--- src/rtl/iec_host_tx.sv ---
// Host-side IEC serial bus byte transmitter: sends command (ATN) and data bytes
// to listening drives with the CLK/DATA handshake, EOI signalling and timeouts.
module iec_host_tx #(
    parameter int unsigned CE_PER_US = 16,
    parameter int unsigned T_ATN_US  = 1000,
    parameter int unsigned T_NE_US   = 40,
    parameter int unsigned T_S_US    = 20,
    parameter int unsigned T_V_US    = 20,
    parameter int unsigned T_FA_US   = 1000,
    parameter int unsigned T_AR_US   = 20
) (
    input  logic       clk,
    input  logic       reset_n,
    input  logic       ce,
    input  logic       tx_valid,
    output logic       tx_ready,
    input  logic [7:0] tx_data,
    input  logic       tx_atn,
    input  logic       tx_eoi,
    input  logic       bus_release,
    input  logic       abort,
    output logic       busy,
    output logic       done,
    output logic       err,
    output logic [1:0] err_code,
    input  logic       iec_atn_i,
    input  logic       iec_clk_i,
    input  logic       iec_data_i,
    output logic       iec_atn_o,
    output logic       iec_clk_o,
    output logic       iec_data_o
);

    localparam int unsigned PRE_W = (CE_PER_US > 1) ? $clog2(CE_PER_US) : 1;
    localparam int unsigned US_W  = 16;
    localparam int unsigned IDX_W = 3;

    typedef enum logic [3:0] {
        S_IDLE, S_ATN_WAIT, S_ATN_REL, S_READY, S_NE_WAIT, S_EOI_LO,
        S_EOI_HI, S_BIT_S, S_BIT_V, S_FRAME_ACK, S_ERROR
    } state_t;

    state_t             state_q, state_d;
    logic [PRE_W-1:0]   pre_q, pre_d;
    logic [US_W-1:0]    us_q, us_d;
    logic [7:0]         data_q, data_d;
    logic               eoi_q, eoi_d;
    logic               pending_q, pending_d;
    logic               atn_held_q, atn_held_d;
    logic               clk_held_q, clk_held_d;
    logic [IDX_W-1:0]   idx_q, idx_d;
    logic               tx_ready_q, tx_ready_d;
    logic               busy_q, busy_d;
    logic               done_q, done_d;
    logic               err_q, err_d;
    logic [1:0]         err_code_q, err_code_d;
    logic               atn_o_q, atn_o_d;
    logic               clk_o_q, clk_o_d;
    logic               data_o_q, data_o_d;

    logic               us_tick_c;
    logic [US_W-1:0]    us_next_c;
    logic               accept_c;
    logic               unused_bus_c;

    // The initiator never needs to observe ATN or CLK; only DATA carries replies.
    assign unused_bus_c = &{iec_atn_i, iec_clk_i};

    // A release or abort arriving with a request wins, so acceptance is withheld that cycle.
    assign tx_ready = tx_ready_q & ~bus_release & ~abort;
    assign accept_c = tx_valid & tx_ready;

    // Microsecond timebase; a wait of T expires on the tick that brings the count to T.
    assign us_tick_c = ce && (pre_q == PRE_W'(CE_PER_US - 1));
    assign us_next_c = us_q + US_W'(us_tick_c);

    assign busy       = busy_q;
    assign done       = done_q;
    assign err        = err_q;
    assign err_code   = err_code_q;
    assign iec_atn_o  = atn_o_q;
    assign iec_clk_o  = clk_o_q;
    assign iec_data_o = data_o_q;

    // Next-state, timer and registered-output computation.
    always_comb begin
        state_d    = state_q;
        data_d     = data_q;
        eoi_d      = eoi_q;
        pending_d  = pending_q;
        atn_held_d = atn_held_q;
        clk_held_d = clk_held_q;
        idx_d      = idx_q;
        err_code_d = err_code_q;
        done_d     = 1'b0;
        pre_d      = ce ? (us_tick_c ? '0 : pre_q + PRE_W'(1)) : pre_q;
        us_d       = us_next_c;

        case (state_q)
            S_IDLE: begin
                if (bus_release) begin
                    if (atn_held_q) state_d = S_ATN_REL;
                    else            clk_held_d = 1'b0;
                end else if (accept_c) begin
                    data_d     = tx_data;
                    eoi_d      = tx_eoi;
                    pending_d  = 1'b1;
                    err_code_d = 2'd0;
                    if (tx_atn && !atn_held_q) begin
                        atn_held_d = 1'b1;
                        clk_held_d = 1'b1;
                        state_d    = S_ATN_WAIT;
                    end else if (!tx_atn && atn_held_q) begin
                        state_d = S_ATN_REL;
                    end else begin
                        state_d = S_READY;
                    end
                end
            end
            S_ATN_WAIT: begin
                if (!iec_data_i) begin
                    state_d = S_READY;
                end else if (us_next_c == US_W'(T_ATN_US)) begin
                    state_d    = S_ERROR;
                    err_code_d = 2'd1;
                end
            end
            S_ATN_REL: begin
                if (us_next_c == US_W'(T_AR_US)) begin
                    if (pending_q) begin
                        state_d = S_READY;
                    end else begin
                        clk_held_d = 1'b0;
                        state_d    = S_IDLE;
                    end
                end
            end
            S_READY: begin
                if (iec_data_i) state_d = eoi_q ? S_EOI_LO : S_NE_WAIT;
            end
            S_NE_WAIT: begin
                if (us_next_c == US_W'(T_NE_US)) begin
                    state_d = S_BIT_S;
                    idx_d   = '0;
                end
            end
            S_EOI_LO: begin
                if (!iec_data_i) state_d = S_EOI_HI;
            end
            S_EOI_HI: begin
                if (iec_data_i) begin
                    state_d = S_BIT_S;
                    idx_d   = '0;
                end
            end
            S_BIT_S: begin
                if (us_next_c == US_W'(T_S_US)) state_d = S_BIT_V;
            end
            S_BIT_V: begin
                if (us_next_c == US_W'(T_V_US)) begin
                    if (idx_q == IDX_W'(7)) begin
                        state_d    = S_FRAME_ACK;
                        clk_held_d = 1'b1;
                    end else begin
                        idx_d   = idx_q + IDX_W'(1);
                        state_d = S_BIT_S;
                    end
                end
            end
            S_FRAME_ACK: begin
                if (!iec_data_i) begin
                    done_d  = 1'b1;
                    state_d = S_IDLE;
                end else if (us_next_c == US_W'(T_FA_US)) begin
                    state_d    = S_ERROR;
                    err_code_d = 2'd2;
                end
            end
            S_ERROR: state_d = S_IDLE;
            default: state_d = S_IDLE;
        endcase

        if (state_d == S_ATN_REL || state_d == S_ERROR) atn_held_d = 1'b0;
        if (state_d == S_ERROR)                         clk_held_d = 1'b0;

        if (abort) begin
            state_d    = S_IDLE;
            atn_held_d = 1'b0;
            clk_held_d = 1'b0;
            done_d     = 1'b0;
            pre_d      = '0;
            us_d       = '0;
        end

        if (state_d != state_q) begin
            pre_d = '0;
            us_d  = '0;
        end
        if (state_d == S_IDLE) pending_d = 1'b0;

        tx_ready_d = (state_d == S_IDLE);
        busy_d     = (state_d != S_IDLE);
        err_d      = (state_d == S_ERROR);
        atn_o_d    = ~atn_held_d;

        case (state_d)
            S_IDLE, S_ATN_REL:                clk_o_d = ~clk_held_d;
            S_ATN_WAIT, S_BIT_S, S_FRAME_ACK: clk_o_d = 1'b0;
            default:                          clk_o_d = 1'b1;
        endcase

        data_o_d = (state_d == S_BIT_S || state_d == S_BIT_V) ? data_q[idx_d] : 1'b1;
    end

    // State and output registers; reset releases every bus line at once.
    always_ff @(posedge clk or negedge reset_n) begin
        if (!reset_n) begin
            state_q    <= S_IDLE;
            pre_q      <= '0;
            us_q       <= '0;
            data_q     <= '0;
            eoi_q      <= 1'b0;
            pending_q  <= 1'b0;
            atn_held_q <= 1'b0;
            clk_held_q <= 1'b0;
            idx_q      <= '0;
            tx_ready_q <= 1'b1;
            busy_q     <= 1'b0;
            done_q     <= 1'b0;
            err_q      <= 1'b0;
            err_code_q <= 2'd0;
            atn_o_q    <= 1'b1;
            clk_o_q    <= 1'b1;
            data_o_q   <= 1'b1;
        end else begin
            state_q    <= state_d;
            pre_q      <= pre_d;
            us_q       <= us_d;
            data_q     <= data_d;
            eoi_q      <= eoi_d;
            pending_q  <= pending_d;
            atn_held_q <= atn_held_d;
            clk_held_q <= clk_held_d;
            idx_q      <= idx_d;
            tx_ready_q <= tx_ready_d;
            busy_q     <= busy_d;
            done_q     <= done_d;
            err_q      <= err_d;
            err_code_q <= err_code_d;
            atn_o_q    <= atn_o_d;
            clk_o_q    <= clk_o_d;
            data_o_q   <= data_o_d;
        end
    end

endmodule

--- config.mk ---
export PLATFORM = sky130hd
export DESIGN_NAME = iec_host_tx
export DESIGN_NICKNAME = d
export VERILOG_FILES = /design/src/rtl/iec_host_tx.sv
export SDC_FILE = /design/constraint.sdc
export NUM_CORES = 1
export LEC_CHECK = 0
export BUFFER_PORTS_ARGS = -buffer_cell sky130_fd_sc_hd__buf_2
export CAP_MARGIN = 20
export CORE_MARGIN = 2
export CORE_UTILIZATION = 41
export CTS_CLUSTER_SIZE = 28
export DETAILED_ROUTE_END_ITERATION = 12
export HOLD_SLACK_MARGIN = 0.03
export MAX_ROUTING_LAYER = met4
export PLACE_DENSITY = 0.63
export SLEW_MARGIN = 20
export SYNTH_ARGS = -nofsm -noshare
export SYNTH_HDL_FRONTEND = slang
export SYNTH_SLANG_ARGS = --single-unit
export TNS_END_PERCENT = 10
--- constraint.sdc ---
create_clock -name clk -period 4.3 [get_ports clk]
set_clock_uncertainty 0.05 [all_clocks]
set_input_delay 0.215 -clock clk [delete_from_list [all_inputs] [get_ports clk]]
set_output_delay 0.215 -clock clk [all_outputs]
set_load 0.02 [all_outputs]
[Word-level counts from Yosys, hierarchy flattened]
Index checks and enable logic that the tools add are counted.
Operators by class
  mux-type cells: 66
  equality and inequality tests: 30
  reductions and logical operators: 19
  bitwise gates (word level): 7
  $add $sub $neg: 3
  $lt $le $gt $ge: 1
Operators by type and width (count)
  $mux W4: 19
  $pmux W4 S10: 1
  $mux W16: 2
  $eq A4 B4 Y1 const B: 7
  $mux W1: 27
  $eq A4 B3 Y1 const B: 5
  $add A16 B1 Y16: 1
  $eq A16 B10 Y1 const B: 1
  $eq A16 B5 Y1 const B: 1
  $eq A16 B6 Y1 const B: 1
  $eq A4 B2 Y1 const B: 4
  $mux W2: 8
  $mux W3: 4
  $ne A2 B2 Y1 const B: 6
  $pmux W3 S3: 1
  $eq A4 B1 Y1 const B: 2
  $logic_not A4 Y1: 2
  $reduce_and A7 Y1: 1
  $pmux W2 S3: 1
  $reduce_and A3 Y1: 2
  $reduce_bool A3 Y1: 2
  $add A4 B1 Y4 const B: 1
  $lt A3 B4 Y1 const B: 1
  $ne A4 B4 Y1: 1
  other kinds (15): 25
Storage, ports and cells
  input bits: 19
  output and inout port bits: 9
  logic and storage cells: 143
  register bits after elaboration: 48

[Depth between registers and ports, before layout]
Gate-level depths: netlist (run 1).
  word-level depth: 12
  gate-level depth with buffers: 16
  depth with buffers taken out: 15

[Least setup slack after synthesis (run 1)]
Ideal clock, no wire load.
  path kind: register -> register
  from: reg pre_q[0]
  to: reg data_o_q (netlist: iec_data_o)
  stages on the path, launching flop included: 16
  path slack: 363 ps
  arrival time: 3790 ps
  buffers on the path: 0
  setup time: 97 ps
  data required time: 4153 ps
  period minus slack after synthesis: 3937 ps
  cells stage by stage: dfrtp_1 > ha_1 > nand2_1 > nor2_1 > ha_1 > ha_1 > nand4_4 > or4_4 > mux2i_2 > nand3_2 > or4_4 > a31o_4 > a221o_1 > a221oi_1 > a31o_1 > o221ai_1
Between the ends
  elaborated cells between the ends (all ways): 24
  classes of those cells: add/sub: 1; eq/ne: 6; mux: 15; reduce/logical: 2
RTL lines
  start: declaration: line 44  | logic [PRE_W-1:0] pre_q, pre_d;
  start signal: assignment: line 237  | pre_q <= pre_d;
  $eq A4 B4 Y1 *: line 74  | assign us_tick_c = ce && (pre_q == PRE_W'(CE_PER_US - 1));
  $logic_and A1 B1 Y1 *: line 74
  $add A16 B1 Y16 *: line 75  | assign us_next_c = us_q + US_W'(us_tick_c);
  $eq A16 B5 Y1 or $eq A16 B6 Y1 (tied branches): line 160, 142
  $mux W3 (on tied branches): line 160, 142
  $pmux W3 S3 *: line 99  | case (state_q)
  named net idx_d[2]: line 51  | logic [IDX_W-1:0] idx_q, idx_d;
  $bmux W1 S3 *: line 212  | data_o_d = (state_d == S_BIT_S || state_d == S_BIT_V) ? data_q[idx_d] : 1'b1;
  $mux W1 (implied by the code) *: line 212
  $mux W1 *: line 212
  named net data_o_d: line 59  | logic data_o_q, data_o_d;
  end signal: assignment: line 252  | data_o_q <= data_o_d;
  end: declaration: line 59
The timed path passes the listed nets; every way through them passes the cells marked *. The select of a mux whose other input is x is not followed.
A chain may end at the register's enable or synchronous reset.

[Worst setup path after layout (run 1)]
  from: reg pre_q[0]
  to: reg us_q[8]
Between the ends
  cells in the longest elaborated chain, start to end: 10
  elaborated cells between the ends (all ways): 18
  classes of those cells: add/sub: 1; eq/ne: 5; mux: 11; reduce/logical: 1
Ends and longest elaborated chain
  $eq A4 B4 Y1 *: line 74
  $logic_and A1 B1 Y1 *: line 74
  $add A16 B1 Y16 *: line 75
  $eq A16 B10 Y1: line 123, 174
  $mux W4: line 123, 174
  $mux W4 (on tied branches): line 171, 121
  $pmux W4 S10: line 99
  $mux W4: line 186  | if (abort) begin
  $ne A4 B4 Y1: line 195  | if (state_d != state_q) begin
  $mux W16 *: line 195
  named net us_d[8]: line 45  | logic [US_W-1:0] us_q, us_d;
  end signal: assignment: line 238  | us_q <= us_d;
  end: declaration: line 45
The timed path passes the listed nets; every way through them passes the cells marked *.

==> impl_metrics.tcl, run 1 <==
set metrics [dict create \
    status "completed" \
    setup_viol 0 \
    grt_antenna_before_repair 0 \
    startpoint_type "flip-flop" \
    number_of_search_and_repair_iterations_in_the_first_detailed_routing_pass 4 \
    multiplexer_area_fraction_after_synthesis_pct 5.72 \
    ys_seq_elements 48 \
    die_h_um 91.1 \
    finalCritPeriodShare_pct 93.9 \
    critPathCaptureType "flip-flop" \
    groute.layer.met2.usage_pct 29.3 \
    cts_buffers 5 \
    tritoncts_clock_tree "built" \
    grtUsageMet1_pct 24.7 \
    design.final.nets 390 \
    required_ns 4.49 \
    count_of_yosys_warnings_during_synthesis 0 \
    synth_enable_flop_cells 0 \
    avgSynthCellArea_sq_um 9.45 \
    design.portCount 28 \
    drc_errors 0 \
    ff2ff_setup_slack_ns 0.26 \
    synth_flop_cell "sky130_fd_sc_hd__dfrtp_1" \
    synth-adder-area-share_pct 1.61 \
    post_synth_xor_area_fraction_pct 5.35 \
    grt.busiest_layer "met2" \
    setup.worst_path.end "us_q[8]$_DFF_PN0_" \
    crit_path_max_fanout 5 \
    num_antenna_cells 0 \
    multiInputGateArea_sq_um 1800 \
    grt.met3_usage_pct 2.49 \
    ys_types 73 \
    worst_hold_slack_ns 0.0843 \
    drv.max_cap_violation_count 0 \
    relative_slew_slack_pct 56.9 \
    mappedNetlistNets 352 \
    synthToLayoutAreaGrowth_pct 16.5 \
    worstPathCellList "ha_1, nand2_1, nor2_1, ha_1, ha_1, nand4_4, or4_4, mux2i_4, nand3_2, nor4_2, o221a_2, a211oi_1, a2111o_1, a21o_2, clkbuf_16, nor2_2" \
    async_reset_ff_share_pct 100 \
    power_density_nw_per_um2 313 \
    hpwl_um 5000 \
    die-area_sq_um 8290 \
    timing.rr.end "us_q[8]$_DFF_PN0_" \
    layout.filler_cells 717 \
    clk_latency_ns 0.30 \
    groute.usage.overall_pct 18.0 \
    cpMaxStageDelayCell "sky130_fd_sc_hd__or4_4" \
    antenna_violating_nets_post_route 0 \
    floorplan.rows 31 \
    power.leakage_nw 1.50 \
    largest_net_degree_at_the_start_of_global_routing 49 \
    post_synth_and_or_nand_nor_area_fraction_pct 26.9 \
    vias 2553 \
    vdd_drop_max_v 0.000260 \
    hp-class "input pin to flip-flop" \
    criticalPathCategory "flip-flop to flip-flop" \
    drt_first_iter_violations 132 \
    wire_length_of_the_first_global_routing_pass_um 12100 \
    placement.io_buffers 25 \
    wl_um 7000 \
    worst_ep_arrival_time_ns 4.23 \
    synth_top_family_by_area "simple AND/OR/NAND/NOR gates" \
    die_width_um 91.1 \
    cts_max_path_buffers 2 \
    reg2reg_depth 16 \
    detail_route.vias_per_cell 5.47 \
    totalPowerFinal_mw 1.13 \
    tightestPinTransition_ns 0.647 \
    final-hold-violation-count 0 \
    layout-drive-gt1-share_pct 29.1 \
    wire_per_inst_um 15.0 \
    critical_path.reg2reg.startpoint "pre_q[0]$_DFFE_PN0P_" \
    synth_compound_gate_area_share_pct 17.3 \
    cp-startpoint "pre_q[0]$_DFFE_PN0P_" \
    root_buffer "sky130_fd_sc_hd__clkbuf_8" \
    globalRoute.totalOverflow 0 \
    start_util_pct 42.6 \
    final-max-slew-violation-count 0 \
    cts_sinks 48 \
    period_needed_ns 4.04 \
    netlist_instances 329 \
    post_synth_design_cell_area_sq_um 3110 \
    grt_pass1_vias 2562 \
    ff_latch_area_sq_um 1210 \
    path_common_cell "sky130_fd_sc_hd__ha_1" \
    gp_routability_congestion 0.883 \
    share_of_the_yosys_chip_area_belonging_to_registers_pct 38.8 \
    cts_htree_levels 2 \
    slowest_stage_delay_on_critical_path_ns 0.56 \
    fmax_mhz 248 \
    clk_transition_reported_paths_ns 0.10 \
    fp.coreArea_sq_um 7290 \
]
-- worst min path at each step --
stage	start	end	slack (ns)	cells after the start
floorplan	reset_n	atn_held_q$_DFF_PN0_	-0.13	0
global placement	reset_n	us_q[12]$_DFF_PN0_	0.31	2
detailed placement	reset_n	us_q[12]$_DFF_PN0_	0.32	2
CTS	tx_data[3]	data_q[3]$_DFFE_PN0P_	0.08	2
global route	tx_data[4]	data_q[4]$_DFFE_PN0P_	0.07	2
finish	tx_data[3]	data_q[3]$_DFFE_PN0P_	0.08	2
-- repair_timing --
item,CTS,global route
hold endpoints to repair,44,0
gates resized for setup,0,5
hold buffers,1,0
endpoints found under the setup margin,0,25
buffers inserted,0,3
-- worst max-delay path, delay by kind of cell, from the launching register on --
kind / cells / cell delay, ns
flops: 1 / 0.41
buf+inv: 1 / 0.18
simple gates: 7 / 1.46
mux: 1 / 0.22
fa+ha+maj: 3 / 0.61
compound gates: 4 / 1.03
-- layout make-up --
class,instances,area share [%]
clock inverter,3,1.28
tap,99,3.42
inverter,12,1.24
sequential,48,33.3
clock buffer,5,1.90
multi-input combinational,252,49.6
timing repair buffer,48,9.23
-- placed cells by master, fill, tap and decap left out, types with 5 or more instances in the layout --
cell type and count:
sky130_fd_sc_hd__a21oi_1 12, sky130_fd_sc_hd__buf_2 25, sky130_fd_sc_hd__buf_4 19, sky130_fd_sc_hd__clkbuf_8 5
sky130_fd_sc_hd__dfrtp_1 44, sky130_fd_sc_hd__inv_1 11, sky130_fd_sc_hd__mux2_2 11, sky130_fd_sc_hd__nand2_1 31
sky130_fd_sc_hd__nand2b_1 7, sky130_fd_sc_hd__nand3_1 7, sky130_fd_sc_hd__nand4_1 8, sky130_fd_sc_hd__nor2_1 23
sky130_fd_sc_hd__nor2_2 16, sky130_fd_sc_hd__nor3_1 9, sky130_fd_sc_hd__nor3b_1 5, sky130_fd_sc_hd__nor4_1 6
sky130_fd_sc_hd__o21ai_0 10, sky130_fd_sc_hd__xnor2_1 13, sky130_fd_sc_hd__xor2_1 6
-- state kept, by name (all words and copies together) (netlist names) --
register and count:
atn_held_q 1, busy 1, clk_held_q 1, data_q 8, done 1, eoi_q 1
err 1, err_code 2, idx_q 3, iec_atn_o 1, iec_clk_o 1, iec_data_o 1
pending_q 1, pre_q 4, state_q 4, tx_ready_q 1, us_q 16
-- stage by stage --
step | utilization [%] | cell area (sq um) | setup WS [ns] | cells | TNS (ns)
6_report | 49.6 | 3620 | 0.261 | 467 | 0
5_1_grt | 49.6 | 3620 | -0.00639 | 467 | -0.0155
4_1_cts | 48.5 | 3530 | 0.117 | 462 | 0
3_5_place_dp | 46.7 | 3410 | 0.162 | 453 | 0
3_3_place_gp | 46.7 | 3410 | 0.216 | 453 | 0
2_1_floorplan | - | 3110 | 0.363 | 329 | 0
-- kinds of logic (layout without fill, tap and decap cells) --
| logic type | after synthesis | count (layout) |
|---|---|---|
| AND/OR/NAND/NOR | 144 | 144 |
| buffers and inverters | 29 | 68 |
| flip-flops | 48 | 48 |
| AO/OA/AOI/OAI | 69 | 69 |
| adder cells (fa/ha/maj) | 4 | 4 |
| XOR/XNOR | 19 | 19 |
| multiplexers | 16 | 16 |
-- synth_stat cells (3+ instances only) --
master	count	share of area (%)
sky130_fd_sc_hd__nor3b_1	5	1.2
sky130_fd_sc_hd__xor2_1	6	1.7
sky130_fd_sc_hd__dfstp_2	4	3.4
sky130_fd_sc_hd__nand2b_1	7	1.4
sky130_fd_sc_hd__mux2_2	11	4.0
sky130_fd_sc_hd__clkbuf_1	7	0.85
sky130_fd_sc_hd__nor2_2	16	3.2
sky130_fd_sc_hd__dfrtp_1	44	35
sky130_fd_sc_hd__buf_2	4	0.64
sky130_fd_sc_hd__ha_1	4	1.6
sky130_fd_sc_hd__and2_1	4	0.81
sky130_fd_sc_hd__o21ai_0	10	1.6
sky130_fd_sc_hd__a21oi_1	12	1.9
sky130_fd_sc_hd__a211oi_1	4	0.97
sky130_fd_sc_hd__mux2i_1	4	1.3
sky130_fd_sc_hd__nor4_1	7	1.4
sky130_fd_sc_hd__nor3_1	9	1.4
sky130_fd_sc_hd__nand2_1	32	3.9
sky130_fd_sc_hd__o211ai_1	4	0.97
sky130_fd_sc_hd__xnor2_1	13	3.7
sky130_fd_sc_hd__o211a_1	3	0.97
sky130_fd_sc_hd__nand4_1	8	1.6
sky130_fd_sc_hd__a31oi_1	3	0.60
sky130_fd_sc_hd__and4_1	3	0.85
sky130_fd_sc_hd__inv_1	11	1.3
sky130_fd_sc_hd__a21o_1	3	0.72
sky130_fd_sc_hd__nor2_1	23	2.8
sky130_fd_sc_hd__nand3_1	7	1.1
-- power by group --
group          internal [mW]  total, mW  leakage, nW  switching (mW)
combinational          0.124      0.245        0.813           0.121
sequential             0.503      0.550        0.630          0.0466
clock                  0.175      0.339       0.0548           0.163
-- routing by layer --
metal / vias up / part of all wire (%)
met5: - / 0
met4: 0 / 0
met3: 0 / 3.1
met2: 54 / 49
met1: 1218 / 48
li1: 1281 / -
(Power assumes the default switching activity.)
==> inputs of run 2 (changes only) <==
--- a/config.mk
+++ b/config.mk
@@ -5,15 +5,16 @@
 export SDC_FILE = /design/constraint.sdc
 export NUM_CORES = 1
 export LEC_CHECK = 0
-export BUFFER_PORTS_ARGS = -buffer_cell sky130_fd_sc_hd__buf_2
 export CAP_MARGIN = 20
 export CORE_MARGIN = 2
 export CORE_UTILIZATION = 41
 export CTS_CLUSTER_SIZE = 28
 export DETAILED_ROUTE_END_ITERATION = 12
+export DONT_BUFFER_PORTS = 1
+export GPL_ROUTABILITY_DRIVEN = 0
 export HOLD_SLACK_MARGIN = 0.03
 export MAX_ROUTING_LAYER = met4
-export PLACE_DENSITY = 0.63
+export PLACE_DENSITY = 0.59
 export SLEW_MARGIN = 20
 export SYNTH_ARGS = -nofsm -noshare
 export SYNTH_HDL_FRONTEND = slang
==> run 2 against run 1 <==
Wire length about the same. Fmax decreased by 1.1%. Final cell count decreased by 3.4%. Global-route usage increased by 0.11 points. Core utilization decreased by 0.55 points. Power decreased by 2.2%. Sequential share of layout area increased by 0.37 points. Via count decreased by 1.9%. Clock power about the same. Die area unchanged. First-iteration DRC count decreased by 25%.
==> impl_metrics.tcl, run 2 (synthesized netlist as in run 1, its figures left out) <==
set metrics [dict create \
    status "completed" \
    drv.max_cap_violation_count 0 \
    die_h_um 91.1 \
    grt_pass1_vias 2514 \
    root_buffer "sky130_fd_sc_hd__clkbuf_8" \
    layout-drive-gt1-share_pct 22.2 \
    hpwl_um 4870 \
    cts_sinks 48 \
    hp-class "input pin to flip-flop" \
    required_ns 4.47 \
    power_density_nw_per_um2 310 \
    postLayoutCoreUtil_pct 49.1 \
    period_needed_ns 4.09 \
    totalPowerFinal_mw 1.11 \
    finalSetupTns_ns 0 \
    wl_um 7000 \
    vias 2505 \
    detail_route.vias_per_cell 5.55 \
    power.leakage_nw 1.43 \
    tightestPinTransition_ns 0.640 \
    final-hold-violation-count 0 \
    cts_buffers 5 \
    registers_with_the_most_flip_flops "us_q (16), data_q (8)" \
    num_antenna_cells 0 \
    wire_length_of_the_first_global_routing_pass_um 12000 \
    regMostFlops "us_q" \
    multiInputGateArea_sq_um 1790 \
    largest_reg_flops 16 \
    globalRoute.totalOverflow 0 \
    crit_path_max_fanout 6 \
    critPathCaptureType "flip-flop" \
    startpoint_type "flip-flop" \
    final-max-slew-violation-count 0 \
    cts_max_path_buffers 2 \
    wire_per_inst_um 15.5 \
    relative_slew_slack_pct 57.4 \
    placement.io_buffers 0 \
    clk_transition_reported_paths_ns 0.09 \
    layout_commonest_cell "sky130_fd_sc_hd__dfrtp_1" \
    groute.usage.overall_pct 18.1 \
    start_util_pct 42.6 \
    die-area_sq_um 8290 \
    antenna_violating_nets_post_route 0 \
    floorplan.rows 31 \
    drc_errors 0 \
    die_width_um 91.1 \
    clk_latency_ns 0.31 \
    vdd_drop_max_v 0.000195 \
    fmax_mhz 245 \
    cts_htree_levels 2 \
    synthToLayoutAreaGrowth_pct 15.2 \
    finalCritPeriodShare_pct 95.0 \
    design.portCount 28 \
    worst_ep_arrival_time_ns 4.25 \
    setup_viol 0 \
    fp.coreArea_sq_um 7290 \
    number_of_search_and_repair_iterations_in_the_first_detailed_routing_pass 4 \
    tritoncts_clock_tree "built" \
    layout_common_cells "sky130_fd_sc_hd__dfrtp_1 (44), sky130_fd_sc_hd__nand2_1 (31), sky130_fd_sc_hd__nor2_1 (23)" \
    criticalPathCategory "flip-flop to flip-flop" \
    design.final.nets 374 \
    layout.filler_cells 747 \
    drt_first_iter_violations 99 \
    ff_latch_area_sq_um 1210 \
    largest_net_degree_at_the_start_of_global_routing 49 \
    ff2ff_setup_slack_ns 0.21 \
    grt_antenna_before_repair 0 \
]
run 2: cell types whose count changed in the layout (fill, tap and decap cells not counted), sizes merged:
cell,change
buf,-26
clkbuf,-1
dlygate4sd3,+11
run 2: final timing paths:
check	from	endpoint	depth (start not counted)
max	pre_q[0]$_DFFE_PN0P_	iec_data_o$_DFF_PN1_	15
min	ce	pre_q[1]$_DFFE_PN0P_	2
max reg2reg	pre_q[0]$_DFFE_PN0P_	iec_data_o$_DFF_PN1_	15
min reg2reg	eoi_q$_DFFE_PN0P_	eoi_q$_DFFE_PN0P_	1
max in group asynchronous	reset_n	iec_atn_o$_DFF_PN1_	2
min in group asynchronous	reset_n	us_q[10]$_DFF_PN0_	2
run 2: worst max-delay path, stage by stage, from the launching register on:
cell and delay [ns]:
sky130_fd_sc_hd__dfrtp_1 0.42, sky130_fd_sc_hd__ha_1 0.22, sky130_fd_sc_hd__nand2_1 0.06, sky130_fd_sc_hd__nor2_1 0.09, sky130_fd_sc_hd__ha_1 0.17, sky130_fd_sc_hd__ha_1 0.22, sky130_fd_sc_hd__nand4_4 0.12, sky130_fd_sc_hd__or4_4 0.59
sky130_fd_sc_hd__mux2i_4 0.24, sky130_fd_sc_hd__nand3_4 0.13, sky130_fd_sc_hd__or4_4 0.62, sky130_fd_sc_hd__a31oi_4 0.26, sky130_fd_sc_hd__nor4b_4 0.28, sky130_fd_sc_hd__a221oi_1 0.12, sky130_fd_sc_hd__a31o_1 0.20, sky130_fd_sc_hd__o221ai_1 0.19
run 2: stage by stage:
| stage | instance area (sq um) | setup WS [ns] | cells | hold slack [ns] |
|---|---|---|---|---|
| CTS | 3530 | 0.131 | 447 | 0.0520 |
| finish | 3580 | 0.215 | 451 | 0.0534 |
| detailed placement | 3270 | 0.173 | 426 | -0.128 |
| global placement | 3270 | 0.177 | 426 | -0.128 |
| global route | 3580 | -0.0336 | 451 | 0.0487 |
| floorplan | 3110 | 0.363 | 329 | -0.131 |
run 2: layout make-up:
type	instances	area share, %
well taps	99	3.46
flip-flops and latches	48	33.7
multi-input cells	252	49.9
inverters	12	1.26
clock buffers	5	1.92
clock inverters	3	1.29
repair buffers	32	8.46
run 2: per-layer routing:
layer / track usage (%) / wire [um] / vias up
li1: - / - / 1250
met1: 24.0 / 3260 / 1213
met2: 29.8 / 3520 / 40
met3: 2.90 / 211 / 2
met4: 3.54 / 15 / 0
met5: - / 0 / -
run 2: what timing repair did:
item                                    4_1_cts  5_1_grt
endpoints found under the hold margin        60        0
endpoints found under the setup margin        0       25
gates resized for setup                       0        3
setup buffers                                 0        4
hold buffers                                 13        0
run 2: report_power, final:
group / internal [mW] / switching, mW / total, mW
clock: 0.175 / 0.166 / 0.342
combinational: 0.108 / 0.104 / 0.213
sequential: 0.503 / 0.0504 / 0.554
total: 0.787 / 0.321 / 1.11
